<file path="config.mk">
export PLATFORM = sky130hd
export DESIGN_NAME = imm_encoder_loader
export DESIGN_NICKNAME = d
export VERILOG_FILES = /design/src/rtl/imm_encoder_loader.sv
export SDC_FILE = /design/constraint.sdc
export NUM_CORES = 1
export LEC_CHECK = 0
export BUFFER_PORTS_ARGS = -buffer_cell sky130_fd_sc_hd__clkbuf_2
export CAP_MARGIN = 20
export CORE_MARGIN = 1.5
export CORE_UTILIZATION = 30
export CTS_CLUSTER_SIZE = 40
export DETAILED_ROUTE_END_ITERATION = 16
export HOLD_SLACK_MARGIN = 0.06
export MAX_ROUTING_LAYER = met4
export SYNTH_ARGS = -nofsm -noshare
export SYNTH_HDL_FRONTEND = slang
export SYNTH_SLANG_ARGS = --single-unit
</file>
<file path="constraint.sdc">
create_clock -name clk -period 2.5 [get_ports clk]
set_clock_uncertainty 0.15 [all_clocks]
set_input_delay 0.375 -clock clk [delete_from_list [all_inputs] [get_ports clk]]
set_output_delay 0.375 -clock clk [all_outputs]
set_load 0.02 [all_outputs]
</file>
<file path="src/rtl/imm_encoder_loader.sv">
// Encodes decoded instruction fields into 16-bit words and
// streams them into instruction memory, halting on the first illegal one.
module imm_encoder_loader #(
   parameter int ADDR_W = 8
) (
   input  logic              clk,
   input  logic              rst_n,
   input  logic              start,
   input  logic [ADDR_W-1:0] base_addr,
   input  logic [ADDR_W-1:0] count,
   input  logic              in_valid,
   output logic              in_ready,
   input  logic [3:0]        in_op,
   input  logic [3:0]        in_rd,
   input  logic [3:0]        in_rs1,
   input  logic [3:0]        in_rs2,
   input  logic [15:0]       in_imm,
   output logic              mem_we,
   output logic [ADDR_W-1:0] mem_addr,
   output logic [15:0]       mem_wdata,
   output logic              busy,
   output logic              done,
   output logic              err,
   output logic [ADDR_W-1:0] err_idx
);

   typedef enum logic [1:0] {
      S_IDLE,
      S_RUN,
      S_ERR
   } state_t;

   state_t            state, state_nx;
   logic [ADDR_W-1:0] base;
   logic [ADDR_W-1:0] idx;
   logic [ADDR_W-1:0] remaining;

   logic        c_jal, c_ri, c_bs, c_r, c_lui, c_rsv;
   logic        imm4_ok, imm8_ok;
   logic        legal;
   logic [15:0] enc;
   logic        accept;

   assign busy     = (state == S_RUN);
   assign in_ready = busy && (remaining != '0);
   assign accept   = in_valid && in_ready;

   // Field-layout classes; exactly one is set for any opcode.
   assign c_jal = (in_op == 4'h0);
   assign c_ri  = (in_op == 4'h1) || (in_op[3:1] == 3'b010)
               || (in_op[3:1] == 3'b110);
   assign c_bs  = (in_op[3:1] == 3'b001) || (in_op[3:1] == 3'b011);
   assign c_r   = (in_op[3:2] == 2'b10);
   assign c_lui = (in_op == 4'he);
   assign c_rsv = (in_op == 4'hf);

   // An immediate fits when its upper bits are a pure sign extension.
   assign imm4_ok = (&in_imm[15:3]) || ~(|in_imm[15:3]);
   assign imm8_ok = (&in_imm[15:7]) || ~(|in_imm[15:7]);

   always_comb begin
      enc   = '0;
      legal = 1'b0;
      unique case (1'b1)
         c_jal: begin
            enc   = {in_imm[7:0], in_rd, in_op};
            legal = imm8_ok;
         end
         c_ri: begin
            enc   = {in_imm[3:0], in_rs1, in_rd, in_op};
            legal = imm4_ok;
         end
         c_bs: begin
            enc   = {in_rs2, in_rs1, in_imm[3:0], in_op};
            legal = imm4_ok;
         end
         c_r: begin
            enc   = {in_rs2, in_rs1, in_rd, in_op};
            legal = 1'b1;
         end
         c_lui: begin
            enc   = {in_imm[15:8], in_rd, in_op};
            legal = (in_imm[7:0] == 8'h00);
         end
         c_rsv: begin
            enc   = {12'h000, in_op};
            legal = 1'b0;
         end
         default: begin
            enc   = '0;
            legal = 1'b0;
         end
      endcase
   end

   always_ff @(posedge clk or negedge rst_n) begin
      if (!rst_n) state <= S_IDLE;
      else        state <= state_nx;
   end

   always_comb begin
      state_nx = state;
      unique case (state)
         S_IDLE, S_ERR: begin
            if (start)
               state_nx = (count == '0) ? S_IDLE : S_RUN;
         end
         S_RUN: begin
            if (accept && !legal)      state_nx = S_ERR;
            else if (remaining == '0)  state_nx = S_IDLE;
         end
         default: state_nx = S_IDLE;
      endcase
   end

   always_ff @(posedge clk or negedge rst_n) begin
      if (!rst_n) begin
         base      <= '0;
         idx       <= '0;
         remaining <= '0;
         mem_we    <= 1'b0;
         mem_addr  <= '0;
         mem_wdata <= '0;
         done      <= 1'b0;
         err       <= 1'b0;
         err_idx   <= '0;
      end else begin
         mem_we <= 1'b0;
         done   <= 1'b0;
         unique case (state)
            S_IDLE, S_ERR: begin
               if (start) begin
                  base      <= base_addr;
                  remaining <= count;
                  idx       <= '0;
                  err       <= 1'b0;
                  err_idx   <= '0;
                  done      <= (count == '0);
               end
            end
            S_RUN: begin
               if (accept) begin
                  if (legal) begin
                     mem_we    <= 1'b1;
                     mem_addr  <= base + idx;
                     mem_wdata <= enc;
                     idx       <= idx + ADDR_W'(1);
                     remaining <= remaining - ADDR_W'(1);
                  end else begin
                     err     <= 1'b1;
                     err_idx <= idx;
                  end
               end else if (remaining == '0) begin
                  done <= 1'b1;
               end
            end
            default: ;
         endcase
      end
   end

endmodule

</file>
== Yosys cells after proc, flatten, opt, wreduce, memory -nomap -nowiden ==
Cells that the tools add are included.
Word-level totals
  register bits: 61
  bits of input ports: 52
  output and inout port bits: 37
  logic and storage cells: 86
Operators by class
  $add $sub $neg: 3
  equality and inequality tests: 15
  mux-type cells: 29
  bitwise logic cells: 2
  reduce and logical (&&, ||, !) cells: 27
Operator list (number)
  16-bit one-hot mux with 6 select lines: 1
  8-bit 2-to-1 mux: 8
  8-bit one-hot mux with 2 select lines: 3
  8-bit zero test: 3
  13-bit AND reduction: 1
  13-bit OR reduction: 1
  1-bit 2-to-1 mux: 10
  9-bit AND reduction: 1
  9-bit OR reduction: 1
  8-bit by 1-bit adder with 8-bit output (second input constant): 1
  8-bit adder: 1
  4-bit equality test (second input constant): 2
  4-bit AND reduction: 2
  8-bit nonzero test: 1
  8-bit by 1-bit subtractor with 8-bit output (second input constant): 1
  3-bit by 2-bit equality test with 1-bit output (second input constant): 2
  2-bit 2-to-1 mux: 3
  1-bit logical OR: 5
  2-bit equality test (second input constant): 2
  4-bit by 1-bit equality test with 1-bit output (second input constant): 1
  4-bit zero test: 1
  2-bit by 1-bit inequality test with 1-bit output (second input constant): 2
  2-bit inequality test (second input constant): 2
  1-bit one-hot mux with 2 select lines: 2
  14 further kinds: 19

== Longest topological paths before layout ==
  word-level depth: 9
  mapped depth: 12
  gate-level depth less buffers: 9

== Least setup slack after synthesis ==
Ideal clock, no wire load.
  path kind: reg-to-reg
  start point: reg remaining[0]
  end point: reg remaining[6]
  setup time: 122 ps
  arrival: 2220 ps
  required time: 2228 ps
  slack: 9 ps
  stages on the path, launching flop included: 11
  path buffers: 1
  clock period less this slack: 2491 ps
  cells stage by stage: dfrtp_1 -> inv_1 -> ha_1 -> nor4b_1 -> a21oi_1 -> and2_1 -> nand2_2 -> inv_2 -> or2_1 -> buf_2 -> a32o_1
On the way
  cells in the longest elaborated chain, start to end: 5
  elaborated cells between the ends (all ways): 9
  those cells by class: add/sub: 1; eq/ne: 1; mux: 3; reduce/logical: 4
RTL lines
  from (decl): line 36  | logic [ADDR_W-1:0] remaining;
  from (signal assigned): line 134  | remaining <= count;
  from (signal assigned): line 148  | remaining <= remaining - ADDR_W'(1);
  8-bit nonzero test: line 45  | assign in_ready = busy && (remaining != '0);
  1-bit logical AND: line 45
  net in_ready: line 12  | output logic in_ready,
  1-bit logical AND: line 46  | assign accept = in_valid && in_ready;
  2-bit by 1-bit inequality test with 1-bit output (no source line)
  4-bit AND reduction (no source line)
The timed path passes the listed nets, and every way through them passes these cells. The select of a mux whose other input is x is not followed.
A chain may end at the register's enable or synchronous reset.

== Worst setup path in the final report ==
  start point: reg remaining[0]
  end point: reg remaining[4]
On the way
  cells in the longest elaborated chain, start to end: 5
  elaborated cells between the ends (all ways): 9
  those cells by class: add/sub: 1; eq/ne: 1; mux: 3; reduce/logical: 4
RTL lines
  parallel branches: the longest is 5 deep, another holds 8-bit by 1-bit subtractor with 8-bit output
Parallel ways; which one is timed is not known. The select of a mux whose other input is x is not followed.

==> impl_metrics.ini <==
[outcome]
outcome = finished, final reports clean

[yosys]
post_synth_inst_count = 342
mappedNetlistArea_um2 = 3200
synth_edf_count = 0
syn_nets = 404
synth_flop_cell = sky130_fd_sc_hd__dfrtp_1
synthesis.area_per_instance_um2 = 9.35
yosys_register_bits = 61
netlist-cell-type-count = 51
yosys_warnings = 0
yosysSeqAreaShare_pct = 47.7
synth_async_sr_flop_share_pct = 100

[power]
p_int_mw = 2.65
net-switching-power_mw = 1.71
total_power_mw = 4.36
share_seq_of_total_power_pct = 36.6
share_comb_of_total_power_pct = 40.3
switching_share_pct = 39.1
static-leakage-power_nw = 1.99
power.clock.fraction_pct = 23.1
worst_ir_drop_vdd_uv = 363
power-per-cell-area_nw_per_um2 = 1040

[grt]
grt-ovfl-total = 0
antenna_found_initial = 0
grt.total_usage_pct = 17.0
global_route_wire_length_before_repair_um = 14500
grt_max_degree = 62
vias_in_the_first_global_route = 2923

[timing]
final.min_clock_period_ns = 2.26
tightest_slew_ns = 0.477
slew_headroom_pct = 67.4
achievable-frequency_ghz = 0.443
final.setup.worst_slack_ns = 0.244
setup-tns-final_ns = 0
hold_viol_final = 0
share_of_the_clock_period_used_by_the_worst_path_pct = 90.3
setup_repair_after_global_routing_missed_its_margin = no
count_of_pins_over_their_slew_limit = 0
report.final.setup_viol = 0

[critical_path]
arrival_worst_endpoint_ns = 2.33
startpoint_type = register
timing.critical_path.slowest_stage_cell = sky130_fd_sc_hd__dfrtp_1
critical_path_buf_inv_count = 3
crit_path_cell_trace = inv_1, ha_2, nor4b_4, a21oi_1, and2_1, nand2_2, inv_2, buf_4, a222oi_1, o21ai_1
critical_path.max_stage_delay_ns = 0.40
critical_path_required_ns = 2.57
path_max_fanout = 9
setup.worst_path.end_class = register
worst-setup-path-type = register to register
critical_path.top_delay_family = simple AND/OR/NAND/NOR gates

[clock_network]
worstSkewPairLatency_ns = 0.35
cts_tree = done
cts-buffers-inserted = 9
clk_path_buf_depth = 2
cts-htree-levels = 3
cts.sink_count = 61
clkSlewWorstSetupHoldPaths_ns = 0.07
postCtsSetupRepairBufs = 0
ctsRootBufferMaster = sky130_fd_sc_hd__clkbuf_8

[route]
detailroute.via_count = 2980
postRouteAntennaNets = 0
initialDrtViolationCount = 167
vias_per_cell = 5.06
iteration_count_of_the_initial_detailed_routing_pass = 6
drt_drc_violations_left = 0
routed_wirelength_um = 8870
routedWlPerCell_um = 15.1

[layout]
layout.cells.most_common = sky130_fd_sc_hd__clkbuf_2
count_of_placed_standard_cells_in_the_final_layout_fillers_left_out = 589
area.growth.synth_to_final_pct = 31.5
final_cell_mix = sky130_fd_sc_hd__clkbuf_2 (88), sky130_fd_sc_hd__dfrtp_1 (61), sky130_fd_sc_hd__nand2_1 (52), sky130_fd_sc_hd__nor2_1 (24), sky130_fd_sc_hd__a21oi_1 (21)
final_net_count = 510
post_route_cells_drive_above_1_share_pct = 30.7
insertedDiodeCount = 0
fill_cells = 1024

[worst_hold_path]
hp-class = primary input to register

[die]
floorplan.die.width_um = 106
design.core.area_um2 = 10300
die_y_um = 106
fp-row-count = 37
starting_density_pct = 31.0
io_pins = 89
fp.dieArea_um2 = 11300

[place]
gp_congestion = 0.871
dp.cells = 568
preCtsSetupSlack_ns = 0.0365
buffer_ports.inserted = 88
hpwl_um = 6550

[flow_run]
timing.max_cap.violations = 0
-- cell type report --
| cell class | count | area [µm²] | area share [%] |
|---|---|---|---|
| clock buffers | 12 | 155 | 3.69 |
| well taps | 136 | 170 | 4.05 |
| repair buffers | 111 | 676 | 16.1 |
| flip-flops and latches | 61 | 1530 | 36.3 |
| clock inverters | 4 | 70.1 | 1.67 |
| multi-input cells | 248 | 1540 | 36.7 |
| inverters | 17 | 63.8 | 1.52 |
-- tightest hold or removal path: stages --
cell                       delay, ns
sky130_fd_sc_hd__clkbuf_2       0.07
sky130_fd_sc_hd__nand2_1        0.04
sky130_fd_sc_hd__nand2_1        0.05
-- per-layer routing --
metal,up-vias,GRT usage [%],wire length (µm),part of all wire (%)
met2,90,26.2,4190,47
met4,0,7.53,190,2.1
li1,1458,-,-,-
met5,-,-,0,0
met1,1413,21.3,4090,46
met3,19,3.80,405,4.6
-- cells in the mapped netlist, types with 2 or more instances --
master	number	area [µm²]
sky130_fd_sc_hd__ha_1	9	113
sky130_fd_sc_hd__a22oi_1	5	37.5
sky130_fd_sc_hd__buf_2	6	30.0
sky130_fd_sc_hd__nor3_1	9	45.0
sky130_fd_sc_hd__o21bai_1	2	15.0
sky130_fd_sc_hd__nor2b_1	3	18.8
sky130_fd_sc_hd__nand2_1	52	195
sky130_fd_sc_hd__a32o_1	3	30.0
sky130_fd_sc_hd__mux2i_1	4	40.0
sky130_fd_sc_hd__a21oi_1	21	105
sky130_fd_sc_hd__and4_1	2	17.5
sky130_fd_sc_hd__nand4_1	3	18.8
sky130_fd_sc_hd__mux2_2	10	113
sky130_fd_sc_hd__buf_6	2	22.5
sky130_fd_sc_hd__o22ai_1	3	18.8
sky130_fd_sc_hd__nand2b_1	5	31.3
sky130_fd_sc_hd__clkbuf_1	7	26.3
sky130_fd_sc_hd__o21ai_1	2	10.0
sky130_fd_sc_hd__inv_1	15	56.3
sky130_fd_sc_hd__a211oi_1	2	15.0
sky130_fd_sc_hd__a31oi_1	5	31.3
sky130_fd_sc_hd__o21ai_0	20	100
sky130_fd_sc_hd__a222oi_1	9	90.1
sky130_fd_sc_hd__dfrtp_1	61	1530
sky130_fd_sc_hd__xor2_1	2	17.5
sky130_fd_sc_hd__nor3b_1	2	15.0
sky130_fd_sc_hd__nand2_2	2	12.5
sky130_fd_sc_hd__nor2_1	24	90.1
sky130_fd_sc_hd__xnor2_1	5	43.8
sky130_fd_sc_hd__nand3_1	17	85.1
sky130_fd_sc_hd__nor4_1	10	62.6
-- registers in the layout, summed over array words and instances, names as in the netlist --
register,flops
mem_addr,8
remaining,8
done,1
mem_we,1
mem_wdata,16
err,1
state,2
err_idx,8
base,8
idx,8
-- power by group through the flow --
stage               sequential (mW)  combinational [mW]  clock, mW
floorplan                      1.82               0.878          0
global placement               1.60                1.72          0
detailed placement             1.60                1.75          0
CTS                            1.59                1.76       1.03
global route                   1.65                1.95       1.08
finish                         1.60                1.76       1.01
-- path summary, 6_finish.rpt --
| kind | slack [ns] | cells after the start | end | start |
|---|---|---|---|---|
| setup / recovery | 0.24 | 10 | remaining[4]$_DFFE_PN0P_ | remaining[0]$_DFFE_PN0P_ |
| hold reg to reg | 0.33 | 2 | err$_DFFE_PN0P_ | err$_DFFE_PN0P_ |
| max in group asynchronous | 1.51 | 3 | mem_addr[1]$_DFFE_PN0P_ | rst_n |
| hold / removal | 0.08 | 3 | base[5]$_DFFE_PN0P_ | base_addr[5] |
| setup reg to reg | 0.24 | 10 | remaining[4]$_DFFE_PN0P_ | remaining[0]$_DFFE_PN0P_ |
| min in group asynchronous | 0.43 | 3 | mem_wdata[0]$_DFFE_PN0P_ | rst_n |
-- logic make-up (layout without fill, tap and decap cells) --
family          Yosys count  in the layout  synth area share [%]
simple gates            135            135                  19.9
compound gates           82             82                  16.9
flops                    61             61                  47.7
buf+inv                  33            144                  4.58
mux                      14             14                  4.78
fa+ha+maj                10             10                  4.15
xor+xnor                  7              7                  1.92
-- timing repair --
item,in CTS,in global routing
endpoints found under the hold margin,64,1
setup endpoints to repair,0,24
hold buffers,4,1
resized for setup,0,4
-- metrics by stage --
stage | hold slack (ns) | cell area [µm²] | utilization (%)
after global routing | 0.0749 | 4210 | 40.7
after floorplan | -0.0706 | 3200 | -
after CTS | 0.0621 | 4180 | 40.4
final | 0.0810 | 4210 | 40.7
after detailed placement | 0.271 | 3910 | 37.9
after global placement | 0.265 | 3910 | 37.9
Power figures use the tool's default switching activity.
